$ cat src/rtl/bip_pkg.sv
// Shared definitions for the BIP run/step/debug sequencer.
// Contents: command byte codes, snapshot frame header, controller state
// encoding, opcode field position and the halt opcode.
package bip_pkg;

   localparam logic [7:0] CMD_RUN   = 8'h52;  // 'R'
   localparam logic [7:0] CMD_STEP  = 8'h53;  // 'S'
   localparam logic [7:0] CMD_PRINT = 8'h50;  // 'P'
   localparam logic [7:0] CMD_CLEAR = 8'h43;  // 'C'
   localparam logic [7:0] CMD_HALT  = 8'h48;  // 'H'

   localparam logic [7:0] FRAME_HDR = 8'hA5;

   // BIP opcode lives in instr[15:11]
   localparam int         OP_MSB     = 15;
   localparam int         OP_LSB     = 11;
   localparam logic [4:0] HLT_OPCODE = 5'b00000;

   typedef enum logic [2:0] {
      ST_IDLE = 3'd0,
      ST_RUN  = 3'd1,
      ST_STEP = 3'd2,
      ST_DUMP = 3'd3,
      ST_CLR  = 3'd4
   } run_state_t;

   function automatic logic [4:0] opcode_of(input logic [15:0] ins);
      return ins[OP_MSB:OP_LSB];
   endfunction

endpackage

$ cat src/rtl/bip_dump_ser.sv
// Snapshot frame serializer.
// Latches the cycle count on the start pulse and the CPU pc/acc one cycle
// later, then pushes the frame A5, pc_hi, pc_lo, acc_hi, acc_lo, cnt (MSB
// first) into the TX FIFO one byte per non-full cycle while active.
// Ports:
//   CLK, RESET     clock, async active-high reset
//   start          one-cycle pulse on the edge that enters DUMP
//   active         controller is in DUMP
//   pc, acc, cnt   live CPU pc/acc and post-increment cycle count
//   tx_full        TX FIFO full
//   tx_wr, tx_data TX FIFO write strobe / data
//   done           last frame byte is being written this cycle
module bip_dump_ser
   import bip_pkg::*;
#(
   parameter int CNT_W = 16
) (
   input  logic             CLK,
   input  logic             RESET,
   input  logic             start,
   input  logic             active,
   input  logic [10:0]      pc,
   input  logic [15:0]      acc,
   input  logic [CNT_W-1:0] cnt,
   input  logic             tx_full,
   output logic             tx_wr,
   output logic [7:0]       tx_data,
   output logic             done
);

   localparam int CNT_BYTES = CNT_W / 8;
   localparam int N         = 5 + CNT_BYTES;
   localparam int IDX_W     = $clog2(N);

   logic [IDX_W-1:0] idx;
   logic [CNT_W-1:0] snap_cnt;
   logic [10:0]      snap_pc;
   logic [15:0]      snap_acc;
   logic             cap_cpu;

   assign tx_wr = active && !tx_full;
   assign done  = tx_wr && (idx == IDX_W'(N - 1));

   // The CPU advances on the same edge that enters DUMP, so its pc/acc are
   // only final during the first DUMP cycle. Byte 0 is the constant header,
   // so grabbing them one cycle late never delays the frame.
   always_ff @(posedge CLK or posedge RESET) begin
      if (RESET) begin
         idx      <= '0;
         snap_cnt <= '0;
         snap_pc  <= '0;
         snap_acc <= '0;
         cap_cpu  <= 1'b0;
      end else begin
         cap_cpu <= start;
         if (start) begin
            snap_cnt <= cnt;
         end
         if (cap_cpu) begin
            snap_pc  <= pc;
            snap_acc <= acc;
         end
         if (done) begin
            idx <= '0;
         end else if (tx_wr) begin
            idx <= idx + 1'b1;
         end
      end
   end

   always_comb begin
      tx_data = FRAME_HDR;
      if (idx == IDX_W'(1)) tx_data = {5'b0, snap_pc[10:8]};
      if (idx == IDX_W'(2)) tx_data = snap_pc[7:0];
      if (idx == IDX_W'(3)) tx_data = snap_acc[15:8];
      if (idx == IDX_W'(4)) tx_data = snap_acc[7:0];
      for (int k = 0; k < CNT_BYTES; k++) begin
         if (idx == IDX_W'(5 + k)) tx_data = snap_cnt[CNT_W-1-8*k -: 8];
      end
   end

endmodule

$ cat src/rtl/bip_run_ctrl.sv
// Run/step/debug sequencer for the BIP CPU.
// Accepts command bytes from the UART RX FIFO, gates the CPU with a clock
// enable, stops on the halt opcode and streams a pc/acc/cycle-count
// snapshot frame into the UART TX FIFO.
// Ports:
//   CLK, RESET            clock, async active-high reset
//   cmd_valid/cmd_byte    RX command byte, cmd_ready accept
//   instr, pc, acc        current CPU instruction / program counter / acc
//   cpu_en, cpu_rst       CPU clock enable and one-cycle soft reset
//   tx_full/tx_wr/tx_data TX FIFO interface
//   halted, busy          status; cycle_cnt counts cpu_en-high cycles
//
// Handshake: a command byte is transferred on every rising edge where
// cmd_valid && cmd_ready. cmd_ready depends only on state (IDLE or RUN), never
// on cmd_valid, so the RX side may hold cmd_valid until it is taken.
module bip_run_ctrl
   import bip_pkg::*;
#(
   parameter int         CNT_W  = 16,
   parameter logic [4:0] HLT_OP = 5'b00000
) (
   input  logic             CLK,
   input  logic             RESET,
   input  logic             cmd_valid,
   input  logic [7:0]       cmd_byte,
   output logic             cmd_ready,
   input  logic [15:0]      instr,
   input  logic [10:0]      pc,
   input  logic [15:0]      acc,
   output logic             cpu_en,
   output logic             cpu_rst,
   input  logic             tx_full,
   output logic             tx_wr,
   output logic [7:0]       tx_data,
   output logic             halted,
   output logic             busy,
   output logic [CNT_W-1:0] cycle_cnt
);

   run_state_t       state, state_nxt;
   logic             set_halt;
   logic             is_hlt;
   logic             cmd_acc;
   logic [CNT_W-1:0] cnt, cnt_nxt;
   logic             dump_start, dump_done;
   logic             unused_operand;

   // Operand field is the CPU's business; only the opcode matters here.
   assign unused_operand = ^instr[10:0];

   assign is_hlt    = (opcode_of(instr) == HLT_OP);
   assign cmd_ready = (state == ST_IDLE) || (state == ST_RUN);
   assign cmd_acc   = cmd_valid && cmd_ready;
   // The halt instruction itself is never executed.
   assign cpu_en    = ((state == ST_RUN) || (state == ST_STEP)) && !is_hlt;
   assign cpu_rst   = (state == ST_CLR);
   assign busy      = (state != ST_IDLE);
   assign cycle_cnt = cnt;

   always_comb begin
      state_nxt = state;
      set_halt  = 1'b0;
      case (state)
         ST_IDLE: begin
            if (cmd_acc) begin
               case (cmd_byte)
                  CMD_RUN:   if (!halted) state_nxt = ST_RUN;
                  CMD_STEP:  if (!halted) state_nxt = ST_STEP;
                  CMD_PRINT: state_nxt = ST_DUMP;
                  CMD_CLEAR: state_nxt = ST_CLR;
                  default:   state_nxt = ST_IDLE;
               endcase
            end
         end
         ST_RUN: begin
            // Halt opcode beats a simultaneous 'H'; the byte is still consumed.
            if (is_hlt) begin
               set_halt  = 1'b1;
               state_nxt = ST_DUMP;
            end else if (cmd_acc && (cmd_byte == CMD_HALT)) begin
               state_nxt = ST_DUMP;
            end
         end
         ST_STEP: begin
            set_halt  = is_hlt;
            state_nxt = ST_DUMP;
         end
         ST_DUMP: begin
            if (dump_done) state_nxt = ST_IDLE;
         end
         ST_CLR: begin
            state_nxt = ST_IDLE;
         end
         default: begin
            state_nxt = ST_IDLE;
         end
      endcase
   end

   // Saturating counter; the snapshot takes cnt_nxt so the entry edge's
   // increment is included.
   always_comb begin
      cnt_nxt = cnt;
      if (state == ST_CLR) begin
         cnt_nxt = '0;
      end else if (cpu_en && (cnt != {CNT_W{1'b1}})) begin
         cnt_nxt = cnt + 1'b1;
      end
   end

   assign dump_start = (state_nxt == ST_DUMP) && (state != ST_DUMP);

   always_ff @(posedge CLK or posedge RESET) begin
      if (RESET) begin
         state  <= ST_IDLE;
         cnt    <= '0;
         halted <= 1'b0;
      end else begin
         state <= state_nxt;
         cnt   <= cnt_nxt;
         if (state == ST_CLR) begin
            halted <= 1'b0;
         end else if (set_halt) begin
            halted <= 1'b1;
         end
      end
   end

   bip_dump_ser #(
      .CNT_W (CNT_W)
   ) u_ser (
      .CLK     (CLK),
      .RESET   (RESET),
      .start   (dump_start),
      .active  (state == ST_DUMP),
      .pc      (pc),
      .acc     (acc),
      .cnt     (cnt_nxt),
      .tx_full (tx_full),
      .tx_wr   (tx_wr),
      .tx_data (tx_data),
      .done    (dump_done)
   );

endmodule

$ cat config.mk
export PLATFORM = sky130hd
export DESIGN_NAME = bip_run_ctrl
export DESIGN_NICKNAME = d
export VERILOG_FILES = /design/src/rtl/bip_pkg.sv /design/src/rtl/bip_dump_ser.sv /design/src/rtl/bip_run_ctrl.sv
export SDC_FILE = /design/constraint.sdc
export NUM_CORES = 1
export LEC_CHECK = 0
export CORE_MARGIN = 3
export CORE_UTILIZATION = 45
export DETAILED_ROUTE_END_ITERATION = 10
export PLACE_DENSITY = 0.76
export SLEW_MARGIN = 20
export SYNTH_ARGS = -nofsm -noshare
export SYNTH_HDL_FRONTEND = slang
export SYNTH_HIERARCHICAL = 1
export SYNTH_SLANG_ARGS = --single-unit
$ cat constraint.sdc
create_clock -name CLK -period 2.8 [get_ports CLK]
set_clock_uncertainty 0.1 [all_clocks]
set_input_delay 0.42 -clock CLK [delete_from_list [all_inputs] [get_ports CLK]]
set_output_delay 0.42 -clock CLK [all_outputs]
set_load 0.01 [all_outputs]
* After elaboration in Yosys (flattened, before gate mapping)
Cells that the tools add are included.
Cells by class: $add $sub $neg 2, multipliers 0, divide/modulo/power cells 0, order comparisons 0, equal/unequal tests 18, shifts and indexed selects 0, mux-type cells 22, bitwise gates (word level) 0, reduce and logical (&&, ||, !) cells 16
Operator list (count):
- 8-bit two-way mux | 6
- 8-bit by 7-bit == test with 1-bit output (second input constant) | 5
- 16-bit two-way mux | 2
- 3-bit two-way mux | 8
- 3-bit one-hot mux with 4 select lines | 2
- 16-bit by 1-bit adder with 16-bit output (second input constant) | 1
- 16-bit != test (second input constant) | 1
- 3-bit by 2-bit == test with 1-bit output (second input constant) | 5
- 3-bit == test (second input constant) | 4
- 1-bit logical AND | 7
- 3-bit by 1-bit == test with 1-bit output (second input constant) | 2
- 5-bit zero test | 1
- 2-bit nonzero test | 2
- 3-bit by 1-bit adder with 3-bit output (second input constant) | 1
- 3-bit zero test | 1
- 1-bit two-way mux | 3
- 3-bit by 2-bit != test with 1-bit output (second input constant) | 1
- 3-bit nonzero test | 1
- 1-bit zero test | 2
- 1-bit logical OR | 2
- 1-bit one-hot mux with 2 select lines | 1
Storage, ports and cells: bits in registers 67, latch bits 0, memory bits (writable) 0, ROM bits 0, bits of input ports 55, output and inout bits 30, word-level logic and storage cells 66, memories 0

* Longest topological paths before layout
Gate-level depths: netlist of the first run.
depth after elaboration 9, gate-level depth with buffers 14, gate-level depth less buffers 10

* Modules after synthesis
Netlist of the first run, hierarchy kept.
By module, submodules not included:
- bip_dump_ser | instances 1, cells each 199, area each 2383.5 µm², sequential area each 1176.1 µm²
- bip_run_ctrl | instances 1, cells each 132, area each 1189.9 µm², sequential area each 500.5 µm²

* Worst setup path after synthesis of the first run
No wires, ideal clock.
path kind in2reg, start in cmd_byte[2], end reg u_ser.snap_cnt[0], setup time 0.128 ns, arrival 2.443 ns, data required time 2.572 ns, slack 0.129 ns, cell stages on the path 8, path buffers 2, cell sequence or4b_1 nor3b_1 nand4b_1 a21o_1 and3b_1 buf_2 buf_2 mux2_1
On the way: word-level cells in the longest chain between the ends 7, elaborated cells between the ends (all ways) 13, those cells by class eq/ne (6); mux (5); reduce/logical (2)
Ends and longest elaborated chain:
- from (decl) | line bip_run_ctrl.sv:25 | input logic [7:0] cmd_byte,
- branches (longest 4 deep; another with 8-bit by 7-bit == test with 1-bit output)
- 3-bit one-hot mux with 4 select lines (*) | line bip_run_ctrl.sv:63 | case (state)
- 3-bit by 2-bit == test with 1-bit output (*) | line bip_run_ctrl.sv:111 | assign dump_start = (state_nxt == ST_DUMP) && (state != ST_DUMP);
- 1-bit logical AND (*) | line bip_run_ctrl.sv:111
- via dump_start | line bip_run_ctrl.sv:45 | logic dump_start, dump_done;
- to (signal assigned) | line bip_dump_ser.sv:57 | snap_cnt <= cnt;
- to (decl) | line bip_dump_ser.sv:36 | logic [CNT_W-1:0] snap_cnt;
Mark *: on every way through the listed nets, which the timed path passes. A chain may end at the register's enable or synchronous reset.

* Worst setup path in the final report of the first run
start reg u_ser.idx[0], end out tx_data[1]
On the way: word-level cells in the longest chain between the ends 7, elaborated cells between the ends (all ways) 12, those cells by class eq/ne (6); mux (6)
Ends and longest elaborated chain:
- from (decl) | line bip_dump_ser.sv:35 | logic [IDX_W-1:0] idx;
- from (signal assigned) | line bip_dump_ser.sv:66 | idx <= idx + 1'b1;
- 3-bit by 1-bit == test with 1-bit output | line bip_dump_ser.sv:73 | if (idx == IDX_W'(1)) tx_data = {5'b0, snap_pc[10:8]};
- 8-bit two-way mux | line bip_dump_ser.sv:73
- 8-bit two-way mux | line bip_dump_ser.sv:74 | if (idx == IDX_W'(2)) tx_data = snap_pc[7:0];
- 8-bit two-way mux | line bip_dump_ser.sv:75 | if (idx == IDX_W'(3)) tx_data = snap_acc[15:8];
- 8-bit two-way mux | line bip_dump_ser.sv:76 | if (idx == IDX_W'(4)) tx_data = snap_acc[7:0];
- 8-bit two-way mux | line bip_dump_ser.sv:78 | if (idx == IDX_W'(5 + k)) tx_data = snap_cnt[CNT_W-1-8*k -: 8];
- 8-bit two-way mux (*) | line bip_dump_ser.sv:78
- to (decl) | line bip_run_ctrl.sv:34 | output logic [7:0] tx_data,
Mark *: on every way between the ends. The rest lies on a longest branch, timed or not.

==> results of run 1 <==
## flip-flops by register name (all words and copies together) (netlist names)
register / cells
halted: 1
u_ser/snap_pc: 11
u_ser/cap_cpu: 1
u_ser/idx: 3
state: 3
u_ser/snap_cnt: 16
cycle_cnt: 16
u_ser/snap_acc: 16
## how the worst max path moves through the flow
stage | cells past startpoint | from | slack (ns) | end
floorplan | 8 | cmd_byte[2] | 0.13 | u_ser/snap_cnt[0]
global placement | 8 | cmd_byte[2] | -0.14 | u_ser/snap_cnt[5]
detailed placement | 8 | cmd_byte[2] | -0.20 | u_ser/snap_cnt[9]
CTS | 6 | u_ser/idx[1] | -0.10 | tx_data[0]
global route | 8 | cmd_byte[2] | 0.007 | u_ser/snap_cnt[9]
finish | 5 | u_ser/idx[0] | 0.11 | tx_data[1]
## repair_timing
item	CTS	global route
resized for setup	10	10
setup buffers	1	0
gates cloned	0	0
pin swaps	0	0
setup endpoints to repair	8	6
## cell usage after synthesis (3+ instances only)
master	number
dfrtp_1	67
nand2_1	28
mux2_2	23
mux2_1	21
nor2_1	16
a21oi_1	13
and3_1	9
nand2b_1	9
o21ai_1	9
inv_1	8
xnor2_1	8
buf_4	7
mux2i_1	7
nand3_1	7
buf_2	6
ha_1	6
nand3b_1	6
a311o_1	5
a31oi_1	5
clkbuf_1	5
o22ai_1	5
nand4_1	4
nor2b_2	4
nor3_1	4
o211ai_1	4
buf_6	3
nor2b_1	3
or3b_1	3
## through the flow
stage                     hold WS (ns)  util (%)  instances  setup TNS, ns
after floorplan                  0.284         -        331              0
after global placement           0.369      58.8        495          -2.20
after detailed placement         0.372      58.8        495          -2.96
after CTS                        0.389      61.8        512         -0.219
after global routing             0.406      62.4        512              0
final                            0.381      62.4        512              0
## kinds of logic (layout without fill, tap and decap cells)
logic type	after synthesis	count (layout)	synth area share, %
adder cells (fa/ha/maj)	6	6	2.10
AO/OA/AOI/OAI	55	55	10.2
buffers and inverters	31	113	4.83
multiplexers	51	51	15.8
flip-flops	67	67	46.9
AND/OR/NAND/NOR	113	113	18.2
XOR/XNOR	8	8	1.96
## routing by layer
metal / track usage (%) / vias to the layer above
li1: - / 1336
met1: 26.4 / 1348
met2: 29.9 / 78
met3: 3.00 / 10
met4: 7.09 / 0
met5: 0 / -
## power groups by stage
stage          Sequential (µW)  Combinational [µW]  Clock, µW
2_1_floorplan             1740                1660          0
3_3_place_gp              1790                2470          0
3_5_place_dp              1810                2540          0
4_1_cts                   1800                2540        827
5_1_grt                   1880                2800        855
6_report                  1820                2560        811
## cell usage in the layout, fill, tap and decap left out, types with 4 or more instances in the layout
cell             instances
dfrtp_1                 66
clkdlybuf4s50_1         65
nand2_1                 28
mux2_2                  23
mux2_1                  21
nor2_1                  16
a21oi_1                 13
buf_4                   13
clkbuf_8                10
nand2b_1                 9
and3_1                   9
o21ai_1                  9
xnor2_1                  8
nand3_1                  7
mux2i_1                  7
nand3b_1                 6
inv_1                    5
dlygate4sd2_1            5
o22ai_1                  5
a311o_1                  5
nand4_1                  4
nor3_1                   4
a31oi_1                  4
o211ai_1                 4
inv_2                    4
nor2b_2                  4
## area by class of cell
cell class / instances / area [µm²]
fill: 613 / 2820
inverter: 10 / 38.8
multi-input combinational: 233 / 1780
tap: 99 / 124
clock buffer: 10 / 138
clock inverter: 6 / 65.1
timing repair buffer: 87 / 850
sequential: 67 / 1680
## worst register-to-register path, cell delays in order, from the launching register on
cell and delay, ns:
dfrtp_1 0.51, nand2_1 0.13, nor2_1 0.11, nand2b_1 0.12, nor2_1 0.19, nand2b_1 0.13, a21oi_1 0.06, nand3_1 0.10
nand3_1 0.09, and3b_1 0.21, buf_12 0.16, mux2_1 0.32
==> flow_metrics.py, run 1 <==
metrics = {
    "status": {
        "status": "complete, no violations",
    },
    "logic_synthesis": {
        "netlist_instances": 331,
        "syn_area_per_cell_um2": 10.8,
        "synth_area_mm2": 0.00357,
        "yosysTopAreaCell": "dfrtp_1",
        "synth_ff_type": "dfrtp_1",
        "async_flop_share_pct": 100,
        "synth_seq_cells": 67,
        "syn-num-nets": 392,
        "seq_area_frac_synth_pct": 46.9,
        "synth_edf_count": 0,
        "synth.area.top_cells": "dfrtp_1 (47%), mux2_2 (7.2%), mux2_1 (6.6%)",
        "yosysWarnings": 6,
        "synth.distinct_cells": 54,
        "synth_top_area_share_pct": 46.9,
    },
    "worst_setup_path": {
        "critPathBufInv": 1,
        "worstPathMaxFanout": 6,
        "required_ns": 2.28,
        "crit_path_top_delay_cell": "dfrtp_2",
        "reg2reg_slack_ns": 0.47,
        "reg2regPathDepth": 11,
        "crit_path_end_kind": "primary output",
        "timing.rr.start": "state[0]",
        "path_delay_family": "flip-flops",
        "slowest_delay_ns": 0.43,
        "critPathKind": "reg2out",
        "arrival_ns": 2.17,
        "r2r-end": "u_ser/snap_cnt[0]",
        "cp_cell_sequence": "ha_1 > ha_4 > mux2_2 > a311o_1 > dlygate4sd2_1",
        "critPathLaunchType": "register",
    },
    "sta": {
        "max_freq_mhz": 372,
        "worst_slack_ns": 0.109,
        "tightest_slew_ns": 0.728,
        "post-route-period-util_pct": 96.1,
        "rsz0062_at_grt": "no",
        "slew_headroom_pct": 51.4,
        "finalSetupViolations": 0,
        "report.final.hold_viol_count": 0,
        "slew_violations": 0,
        "min_period_ns": 2.69,
    },
    "route": {
        "wl_met1_um": 3730,
        "wl_met3_um": 431,
        "num_vias": 2772,
        "drcViolationCount": 0,
        "drt_first_pass_iters": 4,
        "routed.top_layer": "met4",
        "ant_nets": 0,
        "wire_per_inst_um": 15.9,
        "met2WireLength_um": 3920,
        "drt_iter0_drc": 209,
        "vias_per_cell": 5.41,
        "wl_um": 8160,
    },
    "pwr": {
        "peakVddDrop_mv": 0.538,
        "p_per_area_mw_per_mm2": 1110,
        "pwr-share-comb_pct": 49.3,
        "clkPwrFrac_pct": 15.6,
        "switching_share_pct": 37.8,
        "seq_power_share_pct": 35.0,
        "power.total_uw": 5190,
        "p_int_uw": 3230,
        "p_leak_uw": 0.00194,
        "switching_power_uw": 1960,
    },
    "cts": {
        "postCtsHoldBufs": 0,
        "numCtsBuffers": 9,
        "clk_pin_slew_ns": 0.07,
        "clock_sinks": 67,
        "worstSkewPairLatency_ns": 0.34,
        "cts_buffer_depth": 2,
        "htree_levels": 3,
        "cts_tree": "done",
        "root_buffer": "clkbuf_8",
    },
    "layout": {
        "final_area_mm2": 0.00467,
        "nets": 469,
        "syn2layout_area_growth_pct": 30.6,
        "layout-drive-gt1-share_pct": 18.6,
        "diodes": 0,
    },
    "global_routing": {
        "grt_max_degree": 35,
        "grt_util_all_layers_pct": 18.9,
        "grt_pass1_wl_um": 13400,
        "grt_antenna_before_repair": 0,
        "grt_pass1_vias": 2769,
        "grt_remaining_overflow": 0,
    },
    "floorplanning": {
        "rows": 31,
        "die_area_mm2": 0.00905,
        "io-pin-count": 85,
        "core_mm2": 0.00749,
        "start_util_pct": 47.7,
        "dieHeight_um": 95.1,
        "die_w_um": 95.1,
    },
    "placed_design": {
        "place.gp.congestion": 0.885,
        "placed_area_mm2": 0.00440,
        "pre_cts_slack_ns": -0.198,
        "portBuffers": 73,
        "hpwl_um": 5970,
    },
    "min_path": {
        "hp-class": "in2async",
    },
    "job": {
        "max-cap-violations": 0,
    },
}
Power figures use the tool's default switching activity.
==> inputs of run 2 (changes only) <==
--- a/config.mk
+++ b/config.mk
@@ -7,2 +7,3 @@
 export LEC_CHECK = 0
+export CORE_ASPECT_RATIO = 1.2
 export CORE_MARGIN = 3
==> constraint.sdc (replaced) <==
create_clock -name CLK -period 2.8 [get_ports CLK]
set_clock_uncertainty 0.1 [all_clocks]
set_input_delay 0.28 -clock CLK [delete_from_list [all_inputs] [get_ports CLK]]
set_output_delay 0.28 -clock CLK [all_outputs]
set_load 0.01 [all_outputs]
==> run 2 against run 1 <==
Sequential share of layout area grew 0.32 points. Via count decreased by 2.0%. Routed wire length decreased by 6.3%. Hold slack got worse by 0.17 ns. Utilization fell by 0.56 points. Flip-flop and latch count unchanged. Clock-buffer cell count rose by 2. Clock power fell by 11%. Register-to-register slack worse by 0.13 ns. Critical path type unchanged. Critical endpoint is now tx_data[4].
==> flow_metrics.py, run 2 (same netlist as run 1, synthesis figures left out) <==
metrics = {
    "status": {
        "status": "complete, no violations",
    },
    "placed_design": {
        "hpwl_um": 5720,
        "place.gp.congestion": 0.933,
        "portBuffers": 73,
    },
    "global_routing": {
        "grt_max_degree": 48,
        "grt_util_all_layers_pct": 17.8,
        "grt_antenna_before_repair": 0,
        "grt_pass1_wl_um": 12900,
        "grt_pass1_vias": 2700,
        "grt_remaining_overflow": 0,
    },
    "pwr": {
        "power.total_uw": 5050,
        "p_int_uw": 3150,
        "switching_share_pct": 37.6,
        "seq_power_share_pct": 35.7,
        "switching_power_uw": 1900,
        "p_leak_uw": 0.00191,
        "pwr-share-comb_pct": 50.0,
        "peakVddDrop_mv": 0.714,
        "clkPwrFrac_pct": 14.3,
        "p_per_area_mw_per_mm2": 1090,
    },
    "worst_setup_path": {
        "critPathLaunchType": "register",
        "required_ns": 2.42,
        "critPathKind": "reg2out",
        "worstPathMaxFanout": 4,
        "arrival_ns": 2.35,
        "crit_path_end_kind": "primary output",
        "reg2reg_slack_ns": 0.34,
    },
    "layout": {
        "ff_latch_area_mm2": 0.00168,
        "diodes": 0,
        "multi_input_area_mm2": 0.00177,
        "layout_common_cells": "clkdlybuf4s50_1 (67), dfrtp_1 (66), nand2_1 (28)",
        "syn2layout_area_growth_pct": 29.5,
        "final_core_util_pct": 61.8,
        "layout_commonest_cell": "clkdlybuf4s50_1",
        "fillers": 622,
        "nets": 467,
        "layout-drive-gt1-share_pct": 17.5,
    },
    "route": {
        "wl_um": 7650,
        "drt_iter0_drc": 154,
        "drt_first_pass_iters": 4,
        "num_vias": 2716,
        "ant_nets": 0,
        "vias_per_cell": 5.42,
        "drcViolationCount": 0,
        "wire_per_inst_um": 15.3,
    },
    "cts": {
        "worstSkewPairLatency_ns": 0.34,
        "root_buffer": "clkbuf_8",
        "htree_levels": 3,
        "clock_sinks": 67,
        "cts_buffer_depth": 2,
        "clk_pin_slew_ns": 0.07,
        "numCtsBuffers": 9,
        "cts_tree": "done",
    },
    "floorplanning": {
        "die_w_um": 87.3,
        "dieHeight_um": 104,
        "die_area_mm2": 0.00905,
        "start_util_pct": 47.7,
        "io-pin-count": 85,
        "rows": 34,
        "core_mm2": 0.00749,
    },
    "sta": {
        "report.final.hold_viol_count": 0,
        "slew_violations": 0,
        "rsz0062_at_grt": "yes",
        "finalSetupViolations": 0,
        "slew_headroom_pct": 49.0,
        "holdWs_ns": 0.210,
        "tightest_slew_ns": 0.765,
        "max_freq_mhz": 367,
        "min_period_ns": 2.73,
        "fin_tns_setup_ns": 0,
        "post-route-period-util_pct": 97.4,
    },
    "job": {
        "max-cap-violations": 0,
    },
    "min_path": {
        "hp-class": "in2async",
    },
}
==> run 2: changes by cell type in the layout (fill, tap and decap cells not counted), moves of 2 or more <==
cell	delta
clkdlybuf4s50_1	+2
clkinvlp_4	+2
clkinv_4	-2
inv_2	-2
buf_4	-3
==> run 2: layout make-up <==
type	count	area share, %
Tap cell	90	2.43
Inverter	10	0.892
Clock inverter	4	0.541
Clock buffer	12	3.35
Sequential cell	67	36.3
Multi-Input combinational cell	233	38.2
Timing Repair Buffer	85	18.3
==> run 2: power groups by stage <==
stage / sequential, µW / combinational (µW) / clock [µW]
after floorplan: 1740 / 1660 / 0
after global placement: 1790 / 2460 / 0
after detailed placement: 1810 / 2510 / 0
after CTS: 1800 / 2510 / 738
after global routing: 1870 / 2780 / 790
final: 1800 / 2520 / 724
==> run 2: worst max-delay path, stage by stage, from the launching register on <==
cell	delay [ns]
dfrtp_1	0.40
inv_1	0.13
ha_2	0.22
or3b_1	0.39
a31oi_2	0.24
o22ai_1	0.13
clkdlybuf4s50_1	0.50
==> run 2: path summary, 6_finish.rpt <==
kind / start / to / depth (start not counted)
min in group CLK: u_ser/snap_acc[8] / u_ser/snap_acc[8] / 1
max in group asynchronous: RESET / cycle_cnt[8] / 2
max reg2reg: u_ser/idx[0] / u_ser/snap_cnt[8] / 12
min: RESET / u_ser/idx[0] / 3
max: u_ser/idx[1] / tx_data[4] / 6
min reg2reg: u_ser/snap_acc[8] / u_ser/snap_acc[8] / 1
==> run 2: per-stage QoR <==
step / instance area, µm² / setup WS, ns / std cells
detailed placement: 4390 / -0.0214 / 484
global placement: 4390 / -0.000694 / 484
global route: 4630 / -0.0275 / 501
CTS: 4580 / -0.0336 / 500
floorplan: 3570 / 0.199 / 331
finish: 4630 / 0.0716 / 501
==> run 2: what timing repair did <==
action                     CTS  global route
setup endpoints to repair    8             4
pin swaps                    0             0
hold buffers                 0             0
resized for setup            8             8
gates cloned                 0             0
setup buffers                0             1
==> run 2: routing by layer <==
| metal | global-route usage [%] | wire length (µm) | up-vias |
|---|---|---|---|
| li1 | - | - | 1340 |
| met1 | 23.7 | 3370 | 1302 |
| met2 | 27.4 | 3810 | 58 |
| met3 | 3.57 | 300 | 16 |
| met4 | 8.33 | 166 | 0 |
| met5 | 0 | 0 | - |
